## src/rtl/segscan_decoder.sv

```systemverilog
// Receive side of the multiplexed 7-segment bus: stability-qualifies each digit dwell,
// decodes its pattern into a per-digit slot and presents completed frames on valid/ready.
module segscan_decoder #(
    parameter int NUM_DIGITS    = 4,
    parameter int STABLE_CYCLES = 16
) (
    input  logic                    clk,
    input  logic                    n_reset,
    input  logic [6:0]              seg_in,
    input  logic [NUM_DIGITS-1:0]   dig_sel,
    output logic [4*NUM_DIGITS-1:0] out_digits,
    output logic [NUM_DIGITS-1:0]   out_bad,
    output logic                    out_valid,
    input  logic                    out_ready,
    output logic                    overrun
);

    localparam int CW = (STABLE_CYCLES > 2) ? $clog2(STABLE_CYCLES - 1) : 1;
    localparam logic [CW-1:0] CNT_LAST = CW'(STABLE_CYCLES - 2);

    typedef enum logic [1:0] {IDLE, COUNT, HELD} state_t;

    state_t                         state, state_n;
    logic [CW-1:0]                  cnt, cnt_n;
    logic                           capture;
    logic [NUM_DIGITS-1:0]          sel_r, sel_p;
    logic [6:0]                     seg_r, seg_p;
    logic [NUM_DIGITS-1:0]          mask;
    logic [NUM_DIGITS-1:0][3:0]     slot_code, code_n;
    logic [NUM_DIGITS-1:0]          slot_bad, bad_n;
    logic [3:0]                     dec_code;
    logic                           dec_bad;
    logic                           changed, onehot, mask_full, load;

    assign changed   = ({sel_r, seg_r} != {sel_p, seg_p});
    assign onehot    = $onehot(sel_r);
    assign mask_full = &mask;
    assign load      = mask_full && (!out_valid || out_ready);

    always_ff @(posedge clk or negedge n_reset) begin
        if (!n_reset) begin
            sel_r <= '0;
            seg_r <= '0;
            sel_p <= '0;
            seg_p <= '0;
            state <= IDLE;
            cnt   <= '0;
        end else begin
            sel_r <= dig_sel;
            seg_r <= seg_in;
            sel_p <= sel_r;
            seg_p <= seg_r;
            state <= state_n;
            cnt   <= cnt_n;
        end
    end

    // cnt holds (samples seen stable - 1); capture fires on the STABLE_CYCLES-th sample
    always_comb begin
        state_n = state;
        cnt_n   = cnt;
        capture = 1'b0;
        case (state)
            IDLE: begin
                cnt_n = '0;
                if (onehot) state_n = COUNT;
            end
            COUNT: begin
                if (changed) begin
                    state_n = onehot ? COUNT : IDLE;
                    cnt_n   = '0;
                end else if (cnt == CNT_LAST) begin
                    capture = 1'b1;
                    state_n = HELD;
                    cnt_n   = '0;
                end else begin
                    cnt_n = cnt + 1'b1;
                end
            end
            HELD: begin
                if (changed) begin
                    state_n = onehot ? COUNT : IDLE;
                    cnt_n   = '0;
                end
            end
            default: begin
                state_n = IDLE;
                cnt_n   = '0;
            end
        endcase
    end

    always_comb begin
        dec_code = 4'hF;
        dec_bad  = 1'b0;
        case (seg_r)
            7'h3F: dec_code = 4'h0;
            7'h06: dec_code = 4'h1;
            7'h5B: dec_code = 4'h2;
            7'h4F: dec_code = 4'h3;
            7'h66: dec_code = 4'h4;
            7'h6D: dec_code = 4'h5;
            7'h7C: dec_code = 4'h6;
            7'h07: dec_code = 4'h7;
            7'h7F: dec_code = 4'h8;
            7'h67: dec_code = 4'h9;
            7'h40: dec_code = 4'hA;
            7'h00: dec_code = 4'hF;
            default: begin
                dec_code = 4'hF;
                dec_bad  = 1'b1;
            end
        endcase
    end

    for (genvar i = 0; i < NUM_DIGITS; i++) begin : g_slot
        assign code_n[i] = (capture && sel_r[i]) ? dec_code : slot_code[i];
        assign bad_n[i]  = (capture && sel_r[i]) ? dec_bad  : slot_bad[i];
    end

    // Slots survive a frame hand-off; only the mask is cleared so every digit must be recaptured
    always_ff @(posedge clk or negedge n_reset) begin
        if (!n_reset) begin
            slot_code <= '0;
            slot_bad  <= '0;
            mask      <= '0;
        end else begin
            slot_code <= code_n;
            slot_bad  <= bad_n;
            mask      <= (mask_full ? '0 : mask) | (capture ? sel_r : '0);
        end
    end

    always_ff @(posedge clk or negedge n_reset) begin
        if (!n_reset) begin
            out_digits <= '0;
            out_bad    <= '0;
            out_valid  <= 1'b0;
            overrun    <= 1'b0;
        end else begin
            overrun <= mask_full && out_valid && !out_ready;
            if (load) begin
                out_digits <= slot_code;
                out_bad    <= slot_bad;
                out_valid  <= 1'b1;
            end else if (out_ready) begin
                out_valid <= 1'b0;
            end
        end
    end

endmodule

```

## config.mk

```make
export PLATFORM = sky130hd
export DESIGN_NAME = segscan_decoder
export DESIGN_NICKNAME = d
export VERILOG_FILES = /design/src/rtl/segscan_decoder.sv
export SDC_FILE = /design/constraint.sdc
export NUM_CORES = 1
export LEC_CHECK = 0
export CORE_MARGIN = 5
export CORE_UTILIZATION = 35
export CTS_CLUSTER_DIAMETER = 150
export DETAILED_ROUTE_END_ITERATION = 6
export PLACE_DENSITY_LB_ADDON = 0.25
export SLEW_MARGIN = 15
export SYNTH_ARGS = -nofsm -noshare
export SYNTH_HDL_FRONTEND = slang
export SYNTH_SLANG_ARGS = --single-unit
```

## constraint.sdc

```tcl
create_clock -name clk -period 4.9 [get_ports clk]
set_clock_uncertainty 0.15 [all_clocks]
set_input_delay 0.735 -clock clk [delete_from_list [all_inputs] [get_ports clk]]
set_output_delay 0.735 -clock clk [all_outputs]
set_load 0.01 [all_outputs]
```

======== After elaboration in Yosys (flattened, before gate mapping) ========
Index checks and enable logic that the tools add are counted.
word-level totals
  bits in registers ....................... 74
  output and inout bits ................... 22
  logic and storage cells ................. 78
cells by class
  add/sub/neg operators ................... 4
  eq/ne operators ......................... 19
  multiplexer cells ....................... 19
  bitwise gates (word level) .............. 1
  reduce and logical (&&, ||, !) cells .... 16
operators with widths
  kind                                                              count
  7-bit == test (second input constant)                             8
  4-bit case mux with 11 select lines                               1
  4-bit 2-to-1 mux                                                  5
  7-bit by 3-bit == test with 1-bit output (second input constant)  2
  12-bit OR reduction                                               1
  11-bit != test                                                    1
  2-bit 2-to-1 mux                                                  4
  4-bit case mux with 2 select lines                                1
  7-bit by 6-bit == test with 1-bit output (second input constant)  1
  1-bit logical AND                                                 7
  7-bit logical NOT                                                 1
  1-bit 2-to-1 mux                                                  7
  2-bit case mux with 3 select lines                                1
  1-bit by 1-bit adder with 2-bit output                            2
  4-bit by 1-bit adder with 4-bit output (second input constant)    1
  4-bit == test (second input constant)                             1
  2-bit != test (second input constant)                             2
  4-bit bitwise OR                                                  1
  4-bit AND reduction                                               1
  2-bit by 2-bit adder with 3-bit output                            1
  3-bit by 1-bit == test with 1-bit output (second input constant)  1
  3-bit != test (second input constant)                             1
  3-bit AND reduction                                               1
  2-bit by 1-bit == test with 1-bit output (second input constant)  1
  5 further kinds                                                   6

======== Depth between registers and ports, before layout ========
Gate-level depths: netlist (run 1).
  depth in word-level cells ............... 6
  mapped depth ............................ 8
  gate-level depth less buffers ........... 8

======== Worst setup path before layout (run 1) ========
Ideal clock, no wire load.
  kind .................................... reg2reg
  start ................................... register seg_r[3]
  end ..................................... register slot_code[13] (netlist name)
  arrival ................................. 1.818 ns
  data required time ...................... 4.625 ns
  path slack .............................. 2.808 ns
  cell stages (with the launch flop) ...... 7
  period minus slack after synthesis ...... 2.092 ns
  cell sequence ........................... dfrtp_1 buf_6 or3_4 or2_0 o211a_1 a32o_1 mux2_2
on the way
  cells in the longest elaborated chain, start to end .. 4
ends and longest elaborated chain
  element                 line  source
  from (decl)             27    logic [6:0] seg_r, seg_p;
  from (signal assigned)  50    seg_r <= seg_in;
  11-bit != test          35    assign changed = ({sel_r, seg_r} != {sel_p, seg_p});
  1-bit 2-to-1 mux        69    if (changed) begin
  1-bit 2-to-1 mux        63    case (state)
  1-bit logical AND       117   assign code_n[i] = (capture && sel_r[i]) ? dec_code : slot_code[i];
  to (signal assigned)    128   slot_code <= code_n;
  to (decl)               29    logic [NUM_DIGITS-1:0][3:0] slot_code, code_n;
Several ways; a longest one is shown, not always the timed one.
A chain may end at the register's enable or synchronous reset.

======== Worst setup path in the final report (run 1) ========
  start ................................... register seg_r[4]
  end ..................................... register slot_code[13] (netlist name)
The elaborated chain is that of the path after synthesis.

==> results.rst, run 1 <==
.. list-table::
   :header-rows: 1

   * - Metric
     - Value
   * - Outcome
     - complete, no violations
   * - Complex-gate fraction of the synthesized area
     - 0.0437
   * - Element type at the critical path end
     - register
   * - Clock tree from TritonCTS
     - built
   * - Pin count of the biggest net entering global routing
     - 42
   * - Residual overflow from global routing
     - 0
   * - Async set-reset flop share out of synthesis
     - 1.00
   * - Std-Cell Rows
     - 34
   * - Total CTS buffers
     - 9
   * - Largest family of logic cells by synthesized area
     - multiplexers
   * - Share of cells above drive strength 1
     - 0.171
   * - Share of synthesized area spent on multiplexers
     - 0.138
   * - Final critical delay including setup and external delays
     - 2.39 ns
   * - Net Count, Synth
     - 264
   * - Signed area change from the synthesized netlist to the final layout
     - 21.1%
   * - R2R depth
     - 5
   * - Post-route fraction of the period consumed by the critical path
     - 0.487
   * - Sum of negative setup slack
     - 0 ns
   * - Chip Height
     - 104 um
   * - Weighted congestion reported at the end of routability-driven placement
     - 0.756
   * - Fraction of the yosys area taken by sequential cells
     - 0.594
   * - Clock buffer depth
     - 2
   * - Die footprint
     - 10900 sq um
   * - Gr usage total
     - 0.110
   * - Net count of the finished layout
     - 304
   * - Relative slew slack
     - 0.505
   * - Number of max-cap violations
     - 0
   * - Critical path peak fanout
     - 13
   * - Number of hold-repair buffers added at the cts stage
     - 0
   * - Initial standard-cell utilization of the core
     - 0.358
   * - Leading post-synthesis cells by instance count
     - sky130_fd_sc_hd__dfrtp_1 (74), sky130_fd_sc_hd__inv_1 (25), sky130_fd_sc_hd__mux2_2 (24)
   * - Synth Register Bits
     - 74
   * - HPWL reported at the end of detailed placement
     - 3990 um
   * - Via Count
     - 1931
   * - Clock input transition at the sequential cells of the worst setup and hold paths
     - 0.08 ns
   * - Cell taking the most area after synthesis
     - sky130_fd_sc_hd__dfrtp_1
   * - Level count of the clock H-tree
     - 3
   * - PostCTS Resize Cnt
     - 0
   * - Number of nets still failing antenna checks after routing
     - 0
   * - Final setup violation count
     - 0
   * - Worst skew pair latency
     - 0.34 ns
   * - Number of global-route vias before repair
     - 1926
   * - Count of buffers from port buffering
     - 35
   * - Yosys top cell area share
     - 0.594
   * - Worst Hold Class
     - in -> async
   * - Adder-cell share of the synthesized area
     - 0.0176
   * - Crit path required time
     - 4.98 ns
   * - Critical path launch point type
     - register
   * - Crit path arrival time
     - 2.47 ns
   * - Netlist Area Pre-Place
     - 3120 sq um
   * - Worst Hold Slack
     - 0.297 ns
   * - Post-synthesis xor/xnor area fraction
     - 0.0421
   * - Unrepaired setup endpoints after global routing
     - no
   * - Dpl ws
     - 2.50 ns
   * - Fillers
     - 816
   * - Count of yosys warnings during synthesis
     - 0
   * - Peak Freq
     - 419 MHz
   * - Number of instances in the synthesized netlist
     - 247
   * - Clock Sinks
     - 74
   * - Final routed DRC violation total
     - 0
   * - Detailed-router iteration count before antenna repair
     - 5
   * - Number of antenna violations at the first check in global routing
     - 0
   * - Number of vias per cell
     - 4.83
   * - Die extent in x
     - 104 um
   * - Syn_area_per_cell
     - 12.6 sq um
   * - Global-route wire length before repair
     - 9650 um
   * - Ant. Diodes
     - 0
   * - Cell count after placement
     - 384
   * - Cells taking the most area after synthesis
     - sky130_fd_sc_hd__dfrtp_1 (59%), sky130_fd_sc_hd__mux2_2 (8.7%), sky130_fd_sc_hd__mux2i_1 (5.1%)
   * - Setup WS post-layout
     - 2.51 ns
   * - Worst voltage drop across the vdd grid
     - 0.117 mV
   * - Average wire length per cell after detail routing
     - 13.9 um
   * - Synthesized-area fraction occupied by and/or/nand/nor cells
     - 0.118
   * - Power density over the cells
     - 320 nW/um^2
   * - Final standard cell count with taps included and fillers excluded
     - 400
   * - Initial DRC Count
     - 76
   * - Number of synthesized flops with an enable pin
     - 0
   * - Library cell used as clock root buffer
     - sky130_fd_sc_hd__clkbuf_8
   * - Setup Fix Bufs, Post-CTS
     - 0
   * - Count of different cell masters after synthesis
     - 44
   * - Library cell with the highest instance count after synthesis
     - sky130_fd_sc_hd__dfrtp_1
   * - Pins over their slew limit
     - 0
   * - Leakage power total
     - 1.80 nW
   * - Top_reg_cell synth
     - sky130_fd_sc_hd__dfrtp_1
   * - WL final
     - 5560 um
   * - Ports placed on the boundary
     - 36
   * - Final-report hold violation count
     - 0
   * - Share of the core filled with cells
     - 0.433
   * - Slew at the pin closest to its max-slew limit
     - 0.743 ns
   * - Critical path start-end classification
     - reg -> reg
   * - Standard cell core area
     - 8720 sq um
==> registers in the layout (all words and copies together), names as in the netlist <==
| name | flops |
|---|---|
| sel_r | 4 |
| out_bad | 4 |
| out_valid | 1 |
| slot_code | 16 |
| state | 2 |
| mask | 4 |
| seg_r | 7 |
| overrun | 1 |
| slot_bad | 4 |
| cnt | 4 |
| sel_p | 4 |
| seg_p | 7 |
| out_digits | 16 |
==> final timing paths <==
check / from / to / slack (ns)
setup / recovery: seg_r[4]$_DFF_PN0_ / slot_code[13]$_DFFE_PN0P_ / 2.51
hold / removal: n_reset / out_digits[14]$_DFFE_PN0P_ / 0.30
setup reg to reg: seg_r[4]$_DFF_PN0_ / slot_code[13]$_DFFE_PN0P_ / 2.51
hold reg to reg: mask[1]$_DFF_PN0_ / mask[1]$_DFF_PN0_ / 0.33
max in group asynchronous: n_reset / seg_p[4]$_DFF_PN0_ / 3.31
min in group clk: mask[1]$_DFF_PN0_ / mask[1]$_DFF_PN0_ / 0.33
==> worst max-delay path, stage by stage, from the launching register on <==
cell and delay, ns:
sky130_fd_sc_hd__dfrtp_1 0.61, sky130_fd_sc_hd__xnor2_1 0.17, sky130_fd_sc_hd__nand4_1 0.18, sky130_fd_sc_hd__nor4_4 0.54, sky130_fd_sc_hd__nand3_2 0.29, sky130_fd_sc_hd__mux2_2 0.35
==> per-stage QoR <==
stage	total power [mW]	instance area, sq um
after detailed placement	0.708	3560
after global routing	1.27	3780
final	1.21	3780
after floorplan	0.679	3120
after CTS	1.23	3780
after global placement	0.707	3560
==> cell families after synthesis <==
kind of cell | after synthesis
muxes | 40
xor gates and xnor gates | 15
DFF | 74
AOI/OAI and AO/OA | 20
and+or+nand+nor | 61
buffers and inverters | 33
adders and majority gates | 4
==> report_power, final <==
group / switching (mW) / total [mW] / internal (mW)
Sequential: 0.0152 / 0.636 / 0.621
Clock: 0.228 / 0.517 / 0.289
Combinational: 0.0299 / 0.0574 / 0.0275
==> layout make-up <==
type                    instances  area [sq um]  share of cell area
flip-flops and latches         74          1850               0.490
multi-input cells             140          1120               0.296
inverters                      25          93.8              0.0248
clock inverters                 6          90.1              0.0238
clock buffers                  10           128              0.0338
well taps                     108           135              0.0358
repair buffers                 37           360              0.0954
==> routing by layer <==
| metal | vias up | global-route usage | share of wire |
|---|---|---|---|
| li1 | 915 | - | - |
| met1 | 968 | 0.148 | 0.47 |
| met2 | 41 | 0.163 | 0.47 |
| met3 | 7 | 0.0410 | 0.042 |
| met4 | 0 | 0.0361 | 0.011 |
| met5 | - | 0 | 0 |
==> cell usage in the layout (no fill, tap or decap), types with 2 or more instances in the layout <==
cell type                         synthesis  routed
sky130_fd_sc_hd__mux2_2                  24      24
sky130_fd_sc_hd__o22ai_1                  2       2
sky130_fd_sc_hd__clkdlybuf4s50_1          0      34
sky130_fd_sc_hd__nand4b_1                 2       2
sky130_fd_sc_hd__bufinv_16                0       2
sky130_fd_sc_hd__mux2i_1                 16      16
sky130_fd_sc_hd__nand2b_1                 2       2
sky130_fd_sc_hd__nand3b_1                 2       2
sky130_fd_sc_hd__nor2_1                   6       6
sky130_fd_sc_hd__ha_1                     2       2
sky130_fd_sc_hd__clkbuf_8                 0       9
sky130_fd_sc_hd__dfrtp_1                 74      74
sky130_fd_sc_hd__a21oi_1                  3       3
sky130_fd_sc_hd__xnor2_1                 12      12
sky130_fd_sc_hd__nand4_1                  3       3
sky130_fd_sc_hd__o211ai_1                 2       2
sky130_fd_sc_hd__and3b_1                  2       2
sky130_fd_sc_hd__buf_4                    0       2
sky130_fd_sc_hd__o221ai_1                 2       2
sky130_fd_sc_hd__nand3_2                  4       4
sky130_fd_sc_hd__nor3_1                   4       4
sky130_fd_sc_hd__inv_1                   25      25
sky130_fd_sc_hd__o21ai_0                  5       5
sky130_fd_sc_hd__or3_1                    2       2
sky130_fd_sc_hd__nand3_1                  7       7
sky130_fd_sc_hd__nor2b_1                  4       4
sky130_fd_sc_hd__nand2_1                 15      15
sky130_fd_sc_hd__xor2_1                   3       3
No activity file was read; power rests on OpenSTA's default activity.
==> inputs of run 2 (changes only) <==
==> constraint.sdc (replaced) <==
create_clock -name clk -period 2.3 [get_ports clk]
set_clock_uncertainty 0.15 [all_clocks]
set_input_delay 0.345 -clock clk [delete_from_list [all_inputs] [get_ports clk]]
set_output_delay 0.345 -clock clk [all_outputs]
set_load 0.01 [all_outputs]
==> results.rst, run 2 (synthesis gave the netlist of run 1 again) <==
.. list-table::
   :header-rows: 1

   * - Metric
     - Value
   * - Outcome
     - complete, no violations
   * - Leakage power total
     - 1.88 nW
   * - Biggest regs
     - out_digits (16), slot_code (16)
   * - Gr usage total
     - 0.113
   * - Clock input transition at the sequential cells of the worst setup and hold paths
     - 0.09 ns
   * - FF-to-FF setup slack
     - 0.21 ns
   * - Post-route fraction of the period consumed by the critical path
     - 0.907
   * - Initial DRC Count
     - 38
   * - Global-route wire length before repair
     - 9870 um
   * - Chip Height
     - 104 um
   * - Relative slew slack
     - 0.611
   * - Detailed-router iteration count before antenna repair
     - 4
   * - Worst voltage drop across the vdd grid
     - 0.286 mV
   * - Critical path start-end classification
     - reg -> reg
   * - Clock Sinks
     - 74
   * - Ant. Diodes
     - 0
   * - Slew at the pin closest to its max-slew limit
     - 0.583 ns
   * - Critical register-to-register path startpoint
     - seg_r[3]$_DFF_PN0_
   * - Reg2reg end
     - slot_code[9]$_DFFE_PN0P_
   * - Internal power contribution
     - 1.92 mW
   * - Die footprint
     - 10900 sq um
   * - Sum of negative setup slack
     - 0 ns
   * - Weighted congestion reported at the end of routability-driven placement
     - 0.845
   * - Standard cell core area
     - 8720 sq um
   * - Residual overflow from global routing
     - 0
   * - Commonest non-fill, non-tap cell in the layout
     - sky130_fd_sc_hd__dfrtp_1
   * - Critical path launch point type
     - register
   * - Number of vias per cell
     - 4.75
   * - Pins over their slew limit
     - 0
   * - Post-DP Area
     - 3710 sq um
   * - Part of the power in combinational logic
     - 0.060
   * - Beginning of the critical path
     - seg_r[3]$_DFF_PN0_
   * - Share of total power in sequential cells
     - 0.524
   * - Net switching share of the total power
     - 0.250
   * - Commonest cells after routing, fill and taps aside
     - sky130_fd_sc_hd__dfrtp_1 (74), sky130_fd_sc_hd__clkdlybuf4s50_1 (34), sky130_fd_sc_hd__inv_1 (25)
   * - Final setup violation count
     - 0
   * - Clock tree from TritonCTS
     - built
   * - Peak Freq
     - 479 MHz
   * - Crit path required time
     - 2.38 ns
   * - Unrepaired setup endpoints after global routing
     - no
   * - Part of the total power dissipated in the clock network
     - 0.415
   * - Worst Hold Class
     - in -> reg
   * - WL final
     - 5670 um
   * - Initial standard-cell utilization of the core
     - 0.358
   * - Via Count
     - 1977
   * - Number of nets still failing antenna checks after routing
     - 0
   * - Std-Cell Rows
     - 34
   * - Post-layout instance area
     - 3930 sq um
   * - Final-report hold violation count
     - 0
   * - Crit path cell chain
     - or3_4 -> or2_0 -> o211a_1 -> a32o_1 -> mux2_2
   * - Worst path max stage delay
     - 0.42 ns
   * - Power density over the cells
     - 651 nW/um^2
   * - R2R depth
     - 5
   * - Level count of the clock H-tree
     - 3
   * - Number of max-cap violations
     - 0
   * - Sw Pwr
     - 0.640 mW
   * - Library cell used as clock root buffer
     - sky130_fd_sc_hd__clkbuf_8
   * - Net count of the finished layout
     - 320
   * - Signed area change from the synthesized netlist to the final layout
     - 26.0%
   * - Critical path's slowest cell
     - sky130_fd_sc_hd__dfrtp_1
   * - Share of cells above drive strength 1
     - 0.214
   * - Ports placed on the boundary
     - 36
   * - Clock buffer depth
     - 2
   * - Final critical delay including setup and external delays
     - 2.09 ns
   * - Worst skew pair latency
     - 0.35 ns
   * - Crit path arrival time
     - 2.17 ns
   * - Pin count of the biggest net entering global routing
     - 31
   * - Number of global-route vias before repair
     - 1997
   * - Critical path peak fanout
     - 5
   * - Number of antenna violations at the first check in global routing
     - 0
   * - Count of buffers from port buffering
     - 35
   * - Average wire length per cell after detail routing
     - 13.6 um
   * - Element type at the critical path end
     - register
   * - Die extent in x
     - 104 um
   * - Total CTS buffers
     - 9
   * - Destination of the critical timing path
     - slot_code[9]$_DFFE_PN0P_
   * - Final routed DRC violation total
     - 0
   * - HPWL reported at the end of detailed placement
     - 4120 um
## run 2: changes by cell type in the layout (fill, tap and decap cells not counted)
cell / delta
sky130_fd_sc_hd__buf_4: +12
sky130_fd_sc_hd__buf_12: +3
sky130_fd_sc_hd__inv_6: +2
sky130_fd_sc_hd__bufinv_16: -1
sky130_fd_sc_hd__clkbuf_1: -1
sky130_fd_sc_hd__clkinv_2: -1
sky130_fd_sc_hd__dlygate4sd3_1: +1
sky130_fd_sc_hd__inv_8: +1
## run 2: area by class of cell
type	instances	area, sq um
inverters	25	93.8
clock buffers	9	124
well taps	108	135
multi-input cells	140	1120
clock inverters	7	83.8
flip-flops and latches	74	1850
fillers	796	4790
repair buffers	53	520
## run 2: routing by layer
layer | wire (um) | track usage | share of wire | vias up
met2 | 2650 | 0.170 | 0.47 | 32
li1 | - | - | - | 962
met1 | 2690 | 0.148 | 0.48 | 975
met4 | 82 | 0.0500 | 0.014 | 0
met5 | 0 | 0 | 0 | -
met3 | 238 | 0.0366 | 0.042 | 8
## run 2: power by group through the flow
stage               registers [mW]  logic (mW)  clock network [mW]
floorplan                     1.36      0.0820                   0
global placement              1.37       0.154                   0
detailed placement            1.37       0.158                   0
CTS                           1.34       0.160                1.10
global route                  1.35       0.174                1.15
finish                        1.34       0.154                1.06
## run 2: how the worst min path moves through the flow
stage | start | to | slack (ns) | cells past startpoint
6_report | dig_sel[2] | sel_r[2]$_DFF_PN0_ | 0.27 | 1
5_1_grt | seg_in[6] | seg_r[6]$_DFF_PN0_ | 0.25 | 1
4_1_cts | seg_in[3] | seg_r[3]$_DFF_PN0_ | 0.26 | 1
3_5_place_dp | n_reset | slot_code[14]$_DFFE_PN0P_ | 0.23 | 1
3_3_place_gp | n_reset | slot_code[14]$_DFFE_PN0P_ | 0.23 | 1
2_1_floorplan | n_reset | cnt[0]$_DFFE_PN0P_ | -0.10 | 0
## run 2: metrics by stage
| step | worst slack, ns | total power, mW | util | hold WS, ns | std cells |
|---|---|---|---|---|---|
| floorplan | 0.208 | 1.45 | - | -0.101 | 247 |
| global placement | 0.240 | 1.52 | 0.426 | 0.227 | 399 |
| detailed placement | 0.189 | 1.53 | 0.426 | 0.234 | 399 |
| CTS | 0.176 | 2.60 | 0.451 | 0.263 | 416 |
| global route | 0.0872 | 2.67 | 0.451 | 0.252 | 416 |
| finish | 0.213 | 2.56 | 0.451 | 0.274 | 416 |
## run 2: worst max-delay path, delay by kind of cell (launching register included)
kind	cells	cell delay, ns
muxes	1	0.26
and+or+nand+nor	2	0.61
AOI/OAI and AO/OA	2	0.53
DFF	1	0.42
## run 2: what timing repair did
| item | 4_1_cts | 5_1_grt |
|---|---|---|
| hold buffers | 1 | 0 |
| endpoints found under the hold margin | 21 | 0 |
| setup buffers | 0 | 0 |
| resized for setup | 0 | 0 |
==> inputs of run 3 (changes only) <==
--- a/config.mk
+++ b/config.mk
@@ -5,6 +5,7 @@
 export SDC_FILE = /design/constraint.sdc
 export NUM_CORES = 1
 export LEC_CHECK = 0
+export ABC_AREA = 1
 export CORE_MARGIN = 5
 export CORE_UTILIZATION = 35
 export CTS_CLUSTER_DIAMETER = 150
==> results.rst, run 3 <==
.. list-table::
   :header-rows: 1

   * - Metric
     - Value
   * - Complex-gate fraction of the synthesized area
     - 0.0298
   * - Share of cells above drive strength 1
     - 0.164
   * - Number of nets still failing antenna checks after routing
     - 0
   * - Post-synthesis xor/xnor area fraction
     - 0.0136
   * - Synthesized-area fraction occupied by and/or/nand/nor cells
     - 0.239
   * - Commonest cells after routing, fill and taps aside
     - sky130_fd_sc_hd__nand2_1 (102), sky130_fd_sc_hd__dfrtp_1 (74), sky130_fd_sc_hd__inv_1 (41)
   * - Slew at the pin closest to its max-slew limit
     - 0.374 ns
   * - Cells taking the most area after synthesis
     - sky130_fd_sc_hd__dfrtp_1 (57%), sky130_fd_sc_hd__nand2_1 (12%), sky130_fd_sc_hd__mux2_2 (5.9%)
   * - Library cell used as clock root buffer
     - sky130_fd_sc_hd__clkbuf_8
   * - Number of synthesized flops with an enable pin
     - 0
   * - Setup WS post-layout
     - 0.102 ns
   * - Clock buffer depth
     - 2
   * - Number of vias per cell
     - 4.51
   * - Post-layout instance area
     - 4030 sq um
   * - R2R depth
     - 11
   * - Crit path required time
     - 2.38 ns
   * - Relative slew slack
     - 0.748
   * - Dpl ws
     - 0.0476 ns
   * - Pin count of the biggest net entering global routing
     - 54
   * - Number of instances in the synthesized netlist
     - 333
   * - Met3 Resource Use GR
     - 0.0279
   * - WL final
     - 5940 um
   * - Async set-reset flop share out of synthesis
     - 1.00
   * - Weighted congestion reported at the end of routability-driven placement
     - 0.808
   * - Biggest regs
     - out_digits (16), slot_code (16)
   * - Initial standard-cell utilization of the core
     - 0.354
   * - Final-report hold violation count
     - 0
   * - Final critical delay including setup and external delays
     - 2.20 ns
   * - Post-DP Area
     - 3770 sq um
   * - Initial DRC Count
     - 87
   * - Power density over the cells
     - 653 nW/um^2
   * - Gr usage total
     - 0.119
   * - Syn_area_per_cell
     - 9.69 sq um
   * - Synth Register Bits
     - 74
   * - Number of global-route vias before repair
     - 2250
   * - Outcome
     - complete, no violations
   * - Clock Sinks
     - 74
   * - Top_reg_cell synth
     - sky130_fd_sc_hd__dfrtp_1
   * - Number of max-cap violations
     - 0
   * - Residual overflow from global routing
     - 0
   * - Count of yosys warnings during synthesis
     - 0
   * - Die footprint
     - 11200 sq um
   * - Signed area change from the synthesized netlist to the final layout
     - 24.8%
   * - Netlist Area Pre-Place
     - 3230 sq um
   * - Adder-cell share of the synthesized area
     - 0.0140
   * - Final setup violation count
     - 0
   * - Worst Hold Class
     - in -> async
   * - Pins over their slew limit
     - 0
   * - Count of different cell masters after synthesis
     - 31
   * - Sum of negative setup slack
     - 0 ns
   * - Detailed-router iteration count before antenna repair
     - 4
   * - Cell taking the most area after synthesis
     - sky130_fd_sc_hd__dfrtp_1
   * - Clock input transition at the sequential cells of the worst setup and hold paths
     - 0.08 ns
   * - Worst skew pair latency
     - 0.35 ns
   * - Standard cell core area
     - 9110 sq um
   * - Leading post-synthesis cells by instance count
     - sky130_fd_sc_hd__nand2_1 (102), sky130_fd_sc_hd__dfrtp_1 (74), sky130_fd_sc_hd__inv_1 (43)
   * - Peak Freq
     - 455 MHz
   * - Total CTS buffers
     - 9
   * - Post-route fraction of the period consumed by the critical path
     - 0.956
   * - Element type at the critical path end
     - register
   * - Ant. Diodes
     - 0
   * - Global Route met2 Usage
     - 0.184
   * - Met1 capacity usage during global routing
     - 0.152
   * - Share of the core filled with cells
     - 0.442
   * - Commonest non-fill, non-tap cell in the layout
     - sky130_fd_sc_hd__nand2_1
   * - Library cell with the highest instance count after synthesis
     - sky130_fd_sc_hd__nand2_1
   * - Ports placed on the boundary
     - 36
   * - Highest-utilization routing layer at the global route stage
     - met2
   * - Yosys top cell area share
     - 0.574
   * - Net Count, Synth
     - 350
   * - Net count of the finished layout
     - 403
   * - Chip Height
     - 106 um
   * - Die extent in x
     - 106 um
   * - Level count of the clock H-tree
     - 3
   * - Crit path arrival time
     - 2.28 ns
   * - Via Count
     - 2265
   * - Clock tree from TritonCTS
     - built
   * - Fraction of the yosys area taken by sequential cells
     - 0.574
   * - Worst voltage drop across the vdd grid
     - 0.257 mV
   * - Std-Cell Rows
     - 35
   * - Largest family of logic cells by synthesized area
     - simple AND/OR/NAND/NOR gates
   * - Critical path start-end classification
     - reg -> reg
   * - HPWL reported at the end of detailed placement
     - 4280 um
   * - Global-route wire length before repair
     - 10400 um
   * - Share of synthesized area spent on multiplexers
     - 0.0698
   * - Leakage power total
     - 2.10 nW
   * - Average wire length per cell after detail routing
     - 11.8 um
   * - Count of buffers from port buffering
     - 35
   * - Critical path peak fanout
     - 2
   * - Number of antenna violations at the first check in global routing
     - 0
   * - Unrepaired setup endpoints after global routing
     - no
   * - Critical path launch point type
     - register
   * - Final routed DRC violation total
     - 0
==> run 3: cells by family after synthesis <==
| group | Yosys count |
|---|---|
| AOI/OAI and AO/OA | 19 |
| xor gates and xnor gates | 5 |
| adders and majority gates | 3 |
| buffers and inverters | 51 |
| DFF | 74 |
| muxes | 20 |
| and+or+nand+nor | 161 |
==> run 3: final timing paths <==
check	from	to	slack, ns
worst max-delay path	sel_r[3]$_DFF_PN0_	state[1]$_DFFE_PN0P_	0.10
worst min-delay path	n_reset	seg_r[2]$_DFF_PN0_	0.27
worst max register to register	sel_r[3]$_DFF_PN0_	state[1]$_DFFE_PN0P_	0.10
worst min register to register	slot_code[3]$_DFFE_PN0P_	slot_code[3]$_DFFE_PN0P_	0.33
max in group asynchronous	n_reset	slot_code[12]$_DFFE_PN0P_	1.17
min in group clk	seg_in[5]	seg_r[5]$_DFF_PN0_	0.28
==> run 3: power breakdown <==
part           internal (mW)  total (mW)  switching (mW)
clock                  0.542        1.05           0.509
combinational         0.0920       0.227           0.135
sequential              1.33        1.35          0.0260
==> run 3: final cells by class <==
type                       count  area (sq um)
clock buffer                  10           138
clock inverter                 6          70.1
fill                         883          5080
inverter                      49           184
multi-input combinational    208          1210
sequential                    74          1850
tap                          111           139
timing repair buffer          44           430
==> run 3: per-layer routing <==
layer | share of wire | up-vias | wire (um)
met5 | 0 | - | 0
met1 | 0.47 | 1067 | 2800
li1 | - | 1153 | -
met3 | 0.031 | 10 | 185
met4 | 0.022 | 0 | 130
met2 | 0.48 | 35 | 2830
==> run 3: metrics by stage <==
step	hold WS [ns]	std cells	total power [mW]
2_1_floorplan	-0.101	333	1.50
3_3_place_gp	0.103	484	1.58
3_5_place_dp	0.108	484	1.59
4_1_cts	0.256	501	2.66
5_1_grt	0.243	502	2.77
6_report	0.270	502	2.63
==> run 3: repair_timing <==
item	in CTS	in global routing
hold endpoints to repair	21	0
resized for setup	0	7
endpoints found under the setup margin	0	2
hold buffers	1	0
setup buffers	0	1
==> run 3: worst max-delay path, stage by stage, from the launching register on <==
cell	delay (ns)
sky130_fd_sc_hd__dfrtp_1	0.37
sky130_fd_sc_hd__inv_2	0.04
sky130_fd_sc_hd__fa_1	0.52
sky130_fd_sc_hd__inv_1	0.04
sky130_fd_sc_hd__ha_2	0.18
sky130_fd_sc_hd__ha_4	0.26
sky130_fd_sc_hd__nor3b_2	0.04
sky130_fd_sc_hd__or2_2	0.27
sky130_fd_sc_hd__inv_1	0.07
sky130_fd_sc_hd__nor2_2	0.04
sky130_fd_sc_hd__nand2_1	0.06
sky130_fd_sc_hd__nand2_1	0.05
